--- src/rtl/uart_pkg.sv ---
// uart_pkg: transmitter state encoding, baud divisor helper and message bytes.
// Shared by uart_tx_fifo and the upstream message builder.
package uart_pkg;

    typedef enum logic [2:0] {
        ST_IDLE,
        ST_START,
        ST_DATA,
        ST_PARITY,
        ST_STOP
    } tx_state_t;

    localparam logic [7:0] MSG_HASH = 8'h23;
    localparam logic [7:0] MSG_DASH = 8'h2D;
    localparam logic [7:0] MSG_F    = 8'h46;
    localparam logic [7:0] MSG_B    = 8'h42;
    localparam logic [7:0] MSG_E    = 8'h45;

    // Rounded clock cycles per bit.
    function automatic int baud_div(input int clk_freq, input int baud);
        return (clk_freq + baud / 2) / baud;
    endfunction

endpackage

--- src/rtl/uart_byte_fifo.sv ---
// uart_byte_fifo: synchronous FIFO, head word readable without a pop.
// Pointers carry one extra wrap bit so full and empty are distinct.
module uart_byte_fifo
    import uart_pkg::*;
#(
    parameter int WIDTH = 8,
    parameter int DEPTH = 16
) (
    input  logic                     clk,
    input  logic                     reset,
    input  logic                     push,
    input  logic                     pop,
    input  logic [WIDTH-1:0]         wdata,
    output logic [WIDTH-1:0]         rdata,
    output logic                     full,
    output logic                     empty,
    output logic [$clog2(DEPTH):0]   count
);

    localparam int AW = $clog2(DEPTH);
    localparam logic [AW:0] FULL_CNT = (AW + 1)'(DEPTH);

    logic [WIDTH-1:0] r_mem [DEPTH];
    logic [AW:0]      r_wp;
    logic [AW:0]      r_rp;
    logic             w_wr;
    logic             w_rd;

    assign count = r_wp - r_rp;
    assign full  = (count == FULL_CNT);
    assign empty = (r_wp == r_rp);
    assign w_wr  = push && !full;
    assign w_rd  = pop && !empty;
    assign rdata = r_mem[r_rp[AW-1:0]];

    always_ff @(posedge clk) begin
        if (reset) begin
            r_wp <= '0;
            r_rp <= '0;
        end else begin
            if (w_wr) r_wp <= r_wp + 1'b1;
            if (w_rd) r_rp <= r_rp + 1'b1;
        end
    end

    always_ff @(posedge clk) begin
        if (w_wr) r_mem[r_wp[AW-1:0]] <= wdata;
    end

endmodule

--- src/rtl/uart_tx_fifo.sv ---
// uart_tx_fifo: buffered UART transmitter, back-to-back frames, tick counter.
// Define UART_TX_PARITY_EN to append an even parity bit after the payload.
module uart_tx_fifo
    import uart_pkg::*;
#(
    parameter int CLK_FREQ   = 50_000_000,
    parameter int BAUD       = 115200,
    parameter int DATA_BITS  = 8,
    parameter int STOP_BITS  = 1,
    parameter int FIFO_DEPTH = 16
) (
    input  logic                          clk_50M,
    input  logic                          reset,
    input  logic [DATA_BITS-1:0]          in_data,
    input  logic                          in_valid,
    output logic                          in_ready,
    output logic                          tx,
    output logic                          busy,
    output logic                          tx_done,
    output logic [$clog2(FIFO_DEPTH):0]   fifo_count
);

    localparam int DIV = baud_div(CLK_FREQ, BAUD);
    localparam int BW  = $clog2(DIV);
    localparam logic [BW-1:0] BAUD_LAST = BW'(DIV - 1);
    localparam logic [3:0]    DATA_LAST = 4'(DATA_BITS - 1);
    localparam logic [3:0]    STOP_LAST = 4'(STOP_BITS - 1);

    tx_state_t            r_state;
    tx_state_t            w_next;
    logic [BW-1:0]        r_baud;
    logic [3:0]           r_bit;
    logic [DATA_BITS-1:0] r_shift;
    logic                 r_tx;
    logic                 r_busy;
    logic                 r_done;
    logic                 w_full;
    logic                 w_empty;
    logic                 w_pop;
    logic                 w_bit_end;
    logic                 w_tx;
    logic                 w_frame_end;
    logic [DATA_BITS-1:0] w_head;
`ifdef UART_TX_PARITY_EN
    logic                 r_par;
`endif

    uart_byte_fifo #(
        .WIDTH (DATA_BITS),
        .DEPTH (FIFO_DEPTH)
    ) u_fifo (
        .clk   (clk_50M),
        .reset (reset),
        .push  (in_valid),
        .pop   (w_pop),
        .wdata (in_data),
        .rdata (w_head),
        .full  (w_full),
        .empty (w_empty),
        .count (fifo_count)
    );

    assign in_ready  = !w_full;
    assign w_bit_end = (r_baud == BAUD_LAST);
    assign tx        = r_tx;
    assign busy      = r_busy;
    assign tx_done   = r_done;

    always_ff @(posedge clk_50M) begin
        if (reset) r_state <= ST_IDLE;
        else       r_state <= w_next;
    end

    always_comb begin
        w_next      = r_state;
        w_tx        = 1'b1;
        w_pop       = 1'b0;
        w_frame_end = 1'b0;
        unique case (r_state)
            ST_IDLE: begin
                if (!w_empty) begin
                    w_pop  = 1'b1;
                    w_next = ST_START;
                end
            end
            ST_START: begin
                w_tx = 1'b0;
                if (w_bit_end) w_next = ST_DATA;
            end
            ST_DATA: begin
                w_tx = r_shift[0];
                if (w_bit_end && r_bit == DATA_LAST) begin
`ifdef UART_TX_PARITY_EN
                    w_next = ST_PARITY;
`else
                    w_next = ST_STOP;
`endif
                end
            end
`ifdef UART_TX_PARITY_EN
            ST_PARITY: begin
                w_tx = r_par;
                if (w_bit_end) w_next = ST_STOP;
            end
`endif
            ST_STOP: begin
                // A queued byte starts its frame with no idle gap.
                if (w_bit_end && r_bit == STOP_LAST) begin
                    w_frame_end = 1'b1;
                    w_pop       = !w_empty;
                    w_next      = w_empty ? ST_IDLE : ST_START;
                end
            end
            default: w_next = ST_IDLE;
        endcase
    end

    always_ff @(posedge clk_50M) begin
        if (reset) begin
            r_baud  <= '0;
            r_bit   <= '0;
            r_shift <= '0;
            r_tx    <= 1'b1;
            r_busy  <= 1'b0;
            r_done  <= 1'b0;
        end else begin
            r_tx   <= w_tx;
            r_busy <= (r_state != ST_IDLE) || !w_empty;
            r_done <= w_frame_end;
            if (w_pop) begin
                r_shift <= w_head;
                r_baud  <= '0;
                r_bit   <= '0;
            end else if (w_bit_end) begin
                r_baud <= '0;
                r_bit  <= (w_next != r_state) ? 4'd0 : r_bit + 4'd1;
                if (r_state == ST_DATA) r_shift <= r_shift >> 1;
            end else begin
                r_baud <= r_baud + 1'b1;
            end
        end
    end

`ifdef UART_TX_PARITY_EN
    always_ff @(posedge clk_50M) begin
        if (reset)      r_par <= 1'b0;
        else if (w_pop) r_par <= ^w_head;
    end
`endif

endmodule
--- config.mk ---
export PLATFORM = sky130hd
export DESIGN_NAME = uart_tx_fifo
export DESIGN_NICKNAME = d
export VERILOG_FILES = /design/src/rtl/uart_pkg.sv /design/src/rtl/uart_byte_fifo.sv /design/src/rtl/uart_tx_fifo.sv
export SDC_FILE = /design/constraint.sdc
export NUM_CORES = 1
export LEC_CHECK = 0
export CAP_MARGIN = 20
export CORE_MARGIN = 2
export CORE_UTILIZATION = 31
export DETAILED_ROUTE_END_ITERATION = 10
export GPL_ROUTABILITY_DRIVEN = 0
export PLACE_DENSITY_LB_ADDON = 0.15
export SYNTH_ARGS = -nofsm -noshare
export SYNTH_HDL_FRONTEND = slang
export SYNTH_SLANG_ARGS = --single-unit
--- constraint.sdc ---
create_clock -name clk_50M -period 3.5 [get_ports clk_50M]
set_clock_uncertainty 0.1 [all_clocks]
set_input_delay 0.35 -clock clk_50M [delete_from_list [all_inputs] [get_ports clk_50M]]
set_output_delay 0.35 -clock clk_50M [all_outputs]
set_load 0.005 [all_outputs]
== Yosys cells after proc, flatten, opt, wreduce, memory -nomap -nowiden ==
Memory sizes are Yosys's and may differ from the RTL's. A register that Yosys moved wholly into a read port is not among the register bits.
Index checks and enable logic that the tools add are counted.
Operators by class
  $add $sub $neg: 5
  multiply operators: 0
  div/mod/pow operators: 0
  magnitude comparators: 0
  equality and inequality tests: 8
  shift-type cells: 0
  mux-type cells: 19
  bitwise logic cells: 1
  reductions and logical operators: 16
Operator list (number)
  $mux W8: 3
  $mux W3: 4
  $mux W4: 3
  $pmux W3 S4: 1
  $add A5 B1 Y5 const B: 2
  $add A9 B1 Y9 const B: 1
  $eq A9 B9 Y1 const B: 1
  $mux W1: 6
  $eq A5 B5 Y1: 1
  $eq A5 B5 Y1 const B: 1
  $sub A5 B5 Y5: 1
  $add A4 B1 Y4 const B: 1
  $eq A4 B3 Y1 const B: 1
  $logic_and A1 B1 Y1: 4
  $logic_not A4 Y1: 1
  $pmux W1 S2: 2
  $reduce_bool A2 Y1: 2
  $reduce_or A2 Y1: 2
  $eq A3 B1 Y1 const B: 1
  $eq A3 B2 Y1 const B: 1
  $eq A3 B3 Y1 const B: 1
  $logic_not A3 Y1: 1
  $ne A3 B3 Y1: 1
  $reduce_bool A3 Y1: 1
  other kinds (5): 6
Storage, ports and cells
  bits in registers: 37
  bits in latches: 0
  memory bits (writable): 128
  bits in read-only memories: 0
  output and inout port bits: 9
  memories kept: 1
Memories
  u_fifo.r_mem: words 16, bits a word 8, rd ports 1, clocked after Yosys merged registers in 1, write ports 1, RTL line uart_byte_fifo.sv:23  | logic [WIDTH-1:0] r_mem [DEPTH];

== Longest topological paths before layout ==
Gate-level depths: netlist of the first run.
  word-level depth: 7
  gate-level depth with buffers: 9

== Hierarchy ==
From an unflattened synthesis of the first run, not the netlist that was laid out.
Second synthesis, totals
  cells, all modules: 430
  area, all modules: 7110.6 um^2
Modules (own cells, without submodules)
  uart_byte_fifo: times used 1, cells each 284, area each 5746.8 um^2, seq. area each 4124.0 um^2
  uart_tx_fifo: times used 1, cells each 146, area each 1363.8 um^2, seq. area each 540.5 um^2

== Worst setup path before layout of the first run ==
OpenSTA, ideal clock, no wires.
  path kind: register -> register
  start: register u_fifo.r_wp[0]
  end: memory u_fifo.r_mem[0][0] (enable)
  library setup time: 332 ps
  arrival: 2603 ps
  data required time: 3068 ps
  path slack: 466 ps
  stages on the path, launching flop included: 10
  buffers on the path: 1
  cell sequence: dfxtp_1 -> inv_1 -> ha_1 -> fa_1 -> xnor2_1 -> nor2_1 -> mux2_2 -> a21boi_0 -> clkbuf_1 -> and3_1
On the way
  word-level cells in the longest chain between the ends: 6
RTL lines
  start, declared: RTL line uart_byte_fifo.sv:24  | logic [AW:0] r_wp;
  start signal, assigned: RTL line uart_byte_fifo.sv:41  | if (w_wr) r_wp <= r_wp + 1'b1;
  $sub A5 B5 Y5: RTL line uart_byte_fifo.sv:29  | assign count = r_wp - r_rp;
  via fifo_count[2]: RTL line uart_tx_fifo.sv:20  | output logic [$clog2(FIFO_DEPTH):0] fifo_count
  $eq A5 B5 Y1: RTL line uart_byte_fifo.sv:30  | assign full = (count == FULL_CNT);
  $logic_not A1 Y1: RTL line uart_byte_fifo.sv:32  | assign w_wr = push && !full;
  $logic_and A1 B1 Y1: RTL line uart_byte_fifo.sv:32
  $mux W1: RTL line uart_byte_fifo.sv:47  | if (w_wr) r_mem[r_wp[AW-1:0]] <= wdata;
  $mux W1 (implied by the code): RTL line uart_byte_fifo.sv:47
  end, declared: RTL line uart_byte_fifo.sv:23
The timed path passes the listed nets, and every way through them passes these cells.

== Worst setup path after layout of the first run ==
  start: register u_fifo.r_wp[0]
  end: output in_ready
On the way
  word-level cells in the longest chain between the ends: 3
RTL lines
  $sub A5 B5 Y5: RTL line uart_byte_fifo.sv:29
  $eq A5 B5 Y1: RTL line uart_byte_fifo.sv:30
  $logic_not A1 Y1: RTL line uart_tx_fifo.sv:63  | assign in_ready = !w_full;
  end, declared: RTL line uart_tx_fifo.sv:16  | output logic in_ready,
No other way between the ends.

==> impl_metrics.json, run 1 <==
{
  "outcome": "complete, no violations",
  "drc": 0,
  "grt_max_degree": 33,
  "insertion_delay_ns": 0.43,
  "yosys_most_used_dff": "edfxtp_1",
  "maxCapViolCount": 0,
  "cp.required_ns": 3.05,
  "cts_sinks": 169,
  "cts_tree": "yes",
  "io_pins": 20,
  "viasPerCell": 4.85,
  "synth_common_cells": "edfxtp_1, nor2_1, dfxtp_1",
  "r2r-end": "u_fifo.r_mem[3][1]$_DFFE_PP_",
  "antenna_found_initial": 0,
  "peakVddDrop_mv": 0.348,
  "grt_use_met1_pct": 18.0,
  "area_delta_synth_final_pct": 16.6,
  "rr_worst_depth": 8,
  "synth_top_area_cell": "edfxtp_1",
  "htree_levels": 4,
  "die_y_um": 153,
  "dieArea_sq_um": 23600,
  "design.core.area_sq_um": 21900,
  "ctsResizeCount": 0,
  "finalHoldViolations": 0,
  "rsz0062_at_grt": "no",
  "wl_mm": 14.9,
  "fin_crit_ns": 3.29,
  "grt_use_total_pct": 13.2,
  "grt_pass1_vias": 3832,
  "p_sw_share_pct": 28.2,
  "first_pass_iters": 4,
  "detail-route-antenna-nets": 0,
  "n_antenna_cell": 0,
  "hp-start": "r_baud[0]$_SDFF_PP0_",
  "hold_path_depth": 1,
  "fin_crit_sh_pct": 93.9,
  "synth_area_per_cell_sq_um": 15.7,
  "postSynthNetCount": 467,
  "pwr-share-seq_pct": 42.5,
  "max_freq_mhz": 304,
  "cp-start-kind": "flop",
  "drt_iter0_drc": 264,
  "synth_warnings": 0,
  "synth_top_area_share_pct": 55.5,
  "tns_ns": 0,
  "layout-drive-gt1-share_pct": 16.8,
  "synth_area_sq_um": 6930,
  "grt_pass1_wl_mm": 23.1,
  "min_to": "r_baud[0]$_SDFF_PP0_",
  "grt_use_met2_pct": 21.1,
  "gr-total-overflow": 0,
  "slew_headroom_pct": 45.4,
  "synth_edf_count": 128,
  "synthTopCellsByArea": "edfxtp_1, dfxtp_1, mux4_2",
  "grt.met3_usage_pct": 2.75,
  "synth_most_common_cell": "edfxtp_1",
  "r2r_slack_ns": 0.29,
  "hold_path_class": "flop to flop",
  "yosysSeqAreaShare_pct": 67.3,
  "routedWlPerCell_um": 19.6,
  "setup.worst_path.start": "u_fifo.r_wp[0]$_SDFFE_PP0P_",
  "power_density_nw_per_um2": 695,
  "nets": 494,
  "setup_viol": 0,
  "cts_setup_buffers": 0,
  "synthCells": 442,
  "busiest_layer": "met2",
  "dp_hpwl_mm": 10.0,
  "fp.dieW_um": 153,
  "power_frac_comb_pct": 22.2,
  "cts_buffer_depth": 2,
  "ys_async_sr_fraction_pct": 0,
  "hold_slack_ns": 0.372,
  "arrival_ns": 2.84,
  "r2r-start": "u_fifo.r_wp[0]$_SDFFE_PP0P_",
  "root_buffer": "clkbuf_16",
  "vias": 3699,
  "p_leak_nw": 2.72,
  "rows": 54,
  "pwr-share-clk_pct": 35.3,
  "p_int_mw": 4.03,
  "synth_cell_types": 41,
  "crit_type": "flop to output port",
  "cts_hold_buf": 0,
  "cts_inserted_buffers": 17,
  "cp-end-kind": "output port",
  "initial_core_util_pct": 31.6,
  "ys_ff_latch": 169,
  "cts.clk_slew.worst_paths_ns": 0.06,
  "tightest_slew_ns": 0.819,
  "switching_power_mw": 1.58,
  "io_buffers": 19,
  "slew_viol_final": 0,
  "crit_path_max_fanout": 5
}
final cells by class:
cell class              instances  area [sq um]
clock buffers                  19           433
clock inverters                13           183
fillers                      2093         13800
inverters                      11          41.3
multi-input cells             244          2150
flip-flops and latches        169          4670
well taps                     280           350
repair buffers                 26           255
worst max-delay path by stage:
| stage | end | cells after the start |
|---|---|---|
| 3_3_place_gp | u_fifo.r_mem[3][0]$_DFFE_PP_ | 8 |
| 6_report | in_ready | 8 |
| 5_1_grt | in_ready | 8 |
| 4_1_cts | in_ready | 8 |
| 2_1_floorplan | u_fifo.r_mem[0][0]$_DFFE_PP_ | 9 |
| 3_5_place_dp | u_fifo.r_mem[3][0]$_DFFE_PP_ | 8 |
critical path, cell delays in order (launching register included):
cell and delay (ns):
dfxtp_1 0.42, inv_1 0.12, ha_1 0.22, fa_1 0.40, xnor2_1 0.28, nor2_1 0.08, mux2_2 0.31, nand2_1 0.08
clkdlybuf4s50_1 0.50
per-stage QoR:
step / utilization [%] / power [mW] / setup WS, ns / cells / cell area, sq um
global route: 36.9 / 5.88 / 0.00494 / 762 / 8080
detailed placement: 34.1 / 3.70 / 0.244 / 730 / 7460
CTS: 36.9 / 5.69 / 0.181 / 762 / 8080
global placement: 34.1 / 3.69 / 0.411 / 730 / 7460
finish: 36.9 / 5.61 / 0.214 / 762 / 8080
floorplan: - / 3.26 / 0.466 / 442 / 6930
power groups by stage:
stage / sequential, mW / combinational (mW) / clock, mW
global placement: 2.43 / 1.26 / 0
CTS: 2.39 / 1.27 / 2.03
floorplan: 2.39 / 0.869 / 0
finish: 2.39 / 1.24 / 1.98
global route: 2.41 / 1.37 / 2.10
detailed placement: 2.43 / 1.27 / 0
per-layer routing:
| layer | vias to the layer above | share of wire, % |
|---|---|---|
| met5 | - | 0 |
| met4 | 0 | 1.2 |
| met3 | 12 | 2.9 |
| met2 | 47 | 49 |
| met1 | 1893 | 47 |
| li1 | 1747 | - |
placed cells by master, fill, tap and decap left out, drive strengths merged, types with 2 or more instances in the layout:
cell type      instances
a22oi                 14
mux2                   5
nand3                  8
xnor2                  9
dfxtp                 41
nand3b                 2
nand4                  2
and3                  14
nor3                   4
nor2b                  9
mux2i                 10
nor2                  44
edfxtp               128
a211oi                 8
nand2                 16
bufinv                 3
buf                    7
o21ai                  6
or3                    4
clkdlybuf4s50         19
clkinvlp               2
mux4                  32
a21oi                 15
clkbuf                19
ha                    13
nand2b                 5
inv                   18
and2                   5
xor2                   6
sequential cells by signal, indices dropped and copies added (netlist names), named ones only:
name,count
tx,1
tx_done,1
r_bit,4
u_fifo.r_rp,5
busy,1
u_fifo.r_wp,5
r_baud,9
r_state,3
r_shift,8
u_fifo.r_mem,128
cell families after synthesis:
group | synth area share [%]
compound gates | 4.53
fa+ha+maj | 2.64
simple gates | 9.27
mux | 12.7
xor+xnor | 1.90
flops | 67.3
buf+inv | 1.66
Power figures use the tool's default switching activity.
==> run 2, diff against run 1 <==
--- a/config.mk
+++ b/config.mk
@@ -5,12 +5,14 @@
 export SDC_FILE = /design/constraint.sdc
 export NUM_CORES = 1
 export LEC_CHECK = 0
+export ABC_AREA = 0
 export CAP_MARGIN = 20
 export CORE_MARGIN = 2
 export CORE_UTILIZATION = 31
 export DETAILED_ROUTE_END_ITERATION = 10
 export GPL_ROUTABILITY_DRIVEN = 0
 export PLACE_DENSITY_LB_ADDON = 0.15
+export SKIP_CTS_REPAIR_TIMING = 1
 export SYNTH_ARGS = -nofsm -noshare
 export SYNTH_HDL_FRONTEND = slang
 export SYNTH_SLANG_ARGS = --single-unit
==> results of run 2 <==
Final layout, timing and power as in run 1 (identical DEF).
==> RTL edit, RTL diff (config.mk and constraints of run 2) <==
The 5 states of `tx_state_t` get a one-hot encoding in 5 bits.
--- a/src/rtl/uart_pkg.sv
+++ b/src/rtl/uart_pkg.sv
@@ -3,10 +3,10 @@
 package uart_pkg;
 
-    typedef enum logic [2:0] {
-        ST_IDLE,
-        ST_START,
-        ST_DATA,
-        ST_PARITY,
-        ST_STOP
+    typedef enum logic [4:0] {
+        ST_IDLE   = 5'b00001,
+        ST_START  = 5'b00010,
+        ST_DATA   = 5'b00100,
+        ST_PARITY = 5'b01000,
+        ST_STOP   = 5'b10000
     } tx_state_t;
 
Function: same outputs for any inputs over 10 cycles, from zero or initial values and one cycle with reset high; not proved beyond that.
==> RTL edit against run 2 <==
  * Via count up 5.8%
  * Power down 7.9%
  * Worst setup slack better by 10 ps
  * Synthesized area up 2.6%
  * Sequential cell count up 2
  * Synthesized cell count up 4.8%
  * Combinational power down 24%
  * Wire length up 9.3%
  * Cell area up 1.9%
==> RTL edit: results (changes against run 2) <==
outcome: "complete, no violations"  # unchanged
r2r_slack_ps: 490  # was 290 ps
switching_share_pct: 26.65  # was 28.20%
num-fill-cells: 2141  # was 2,093
leakagePower_nw: 2.719  # was 2.716 nW
num-nonclk-buffers: 31  # was 26
num-multi-input-gates: 255  # was 244
largest_reg_flops: 128  # unchanged
vias: 3913  # was 3,699
cpLargestDelayFamily: "adder cells"  # was buffers and inverters
power_switching_mw: 1.377  # was 1.583 mW
viasPerCell: 4.966  # was 4.854
synthTopCellsByCount: "128 x edfxtp_1, 45 x nor2_1, 43 x dfxtp_1"  # was 128 x edfxtp_1, 44 x nor2_1, 41 x dfxtp_1
synthesis.nets: 488  # was 467
synthCells: 463  # was 442
pre_cts_ws_ps: 506.3  # was 243.9 ps
met3_usage_pct: 2.925  # was 2.750%
synth_area_leaders: "edfxtp_1 54%, dfxtp_1 12%, mux4_2 10%"  # was edfxtp_1 55%, dfxtp_1 12%, mux4_2 10%
drtIter0Drc: 299  # was 264
worstMarginPinSlew_ps: 831.8  # was 818.9 ps
met3_length_um: 622  # was 432 um
nClkBuffers: 17  # was 19
avgRoutedWirePerCell_um: 20.69  # was 19.57 um
met1_length_um: 7202  # was 7060 um
p_comb_uw: 942  # was 1.24 mW
multi_input_area_share_pct: 27.42  # was 26.59%
grt_pass1_vias: 3991  # was 3,832
crit_slowest_cell: "nor3_1"  # was clkdlybuf4s50_1
sh_seq_area_pct: 57.20  # was 57.78%
grt_first_pass_wirelength_um: 24520  # was 23,060 um
seq_cell_count: 171  # was 169
seqCellArea_um2: 4706  # was 4666 um^2
grt_use_met1_pct: 18.37  # was 18.03%
grt.met2_usage_pct: 23.51  # was 21.08%
dp_cells: 757  # was 730
nNetsFinal: 516  # was 494
finalCritPeriodShare_pct: 93.59  # was 93.89%
r2r_end: "u_fifo.r_mem[7][5]"  # was u_fifo.r_mem[3][1]
place_hpwl_um: 11230  # was 9999 um
clk_latency_ps: 420
wl_met2_um: 8330  # was 7239 um
clock_area_share_pct: 6.951  # was 7.623%
placed_area_um2: 7655  # was 7460 um^2
worstRegToRegCells: 9  # was 8
signal_buffer_area_fraction_pct: 3.407  # was 3.161%
grt_max_degree: 28  # was 33
arrival_ps: 2830  # was 2840 ps
irDropWorstVdd_uv: 241.0  # was 348.1 uV
inverters: 15  # was 11
yosysSeqAreaShare_pct: 66.21  # was 67.34%
layout-drive-gt1-share_pct: 18.49  # was 16.80%
## RTL edit: cell count changes after synthesis, sizes merged, moves of 4 or more
cell,change
a211oi,+8
inv,+4
a31oi,+4
nand4,+4
mux2i,+6
buf,+4
a22oi,-14
## RTL edit: how the worst min path moves through the flow
stage          startpoint         to  slack (ps)  cells past startpoint
2_1_floorplan   r_baud[0]  r_baud[0]         340                      1
3_3_place_gp    r_baud[0]  r_baud[0]         360                      1
3_5_place_dp    r_baud[0]  r_baud[0]         390                      1
4_1_cts         r_baud[0]  r_baud[0]         400                      1
5_1_grt         r_baud[0]  r_baud[0]         410                      1
6_report        r_baud[0]  r_baud[0]         400                      1
## RTL edit: cells by family after synthesis
family | after synthesis | share of synthesized area, %
xor+xnor | 17 | 2.095
buf+inv | 37 | 2.131
mux | 56 | 13.66
simple gates | 119 | 8.699
flops | 171 | 66.21
fa+ha+maj | 14 | 2.571
other cells | 1 | 0.05278
compound gates | 48 | 4.579
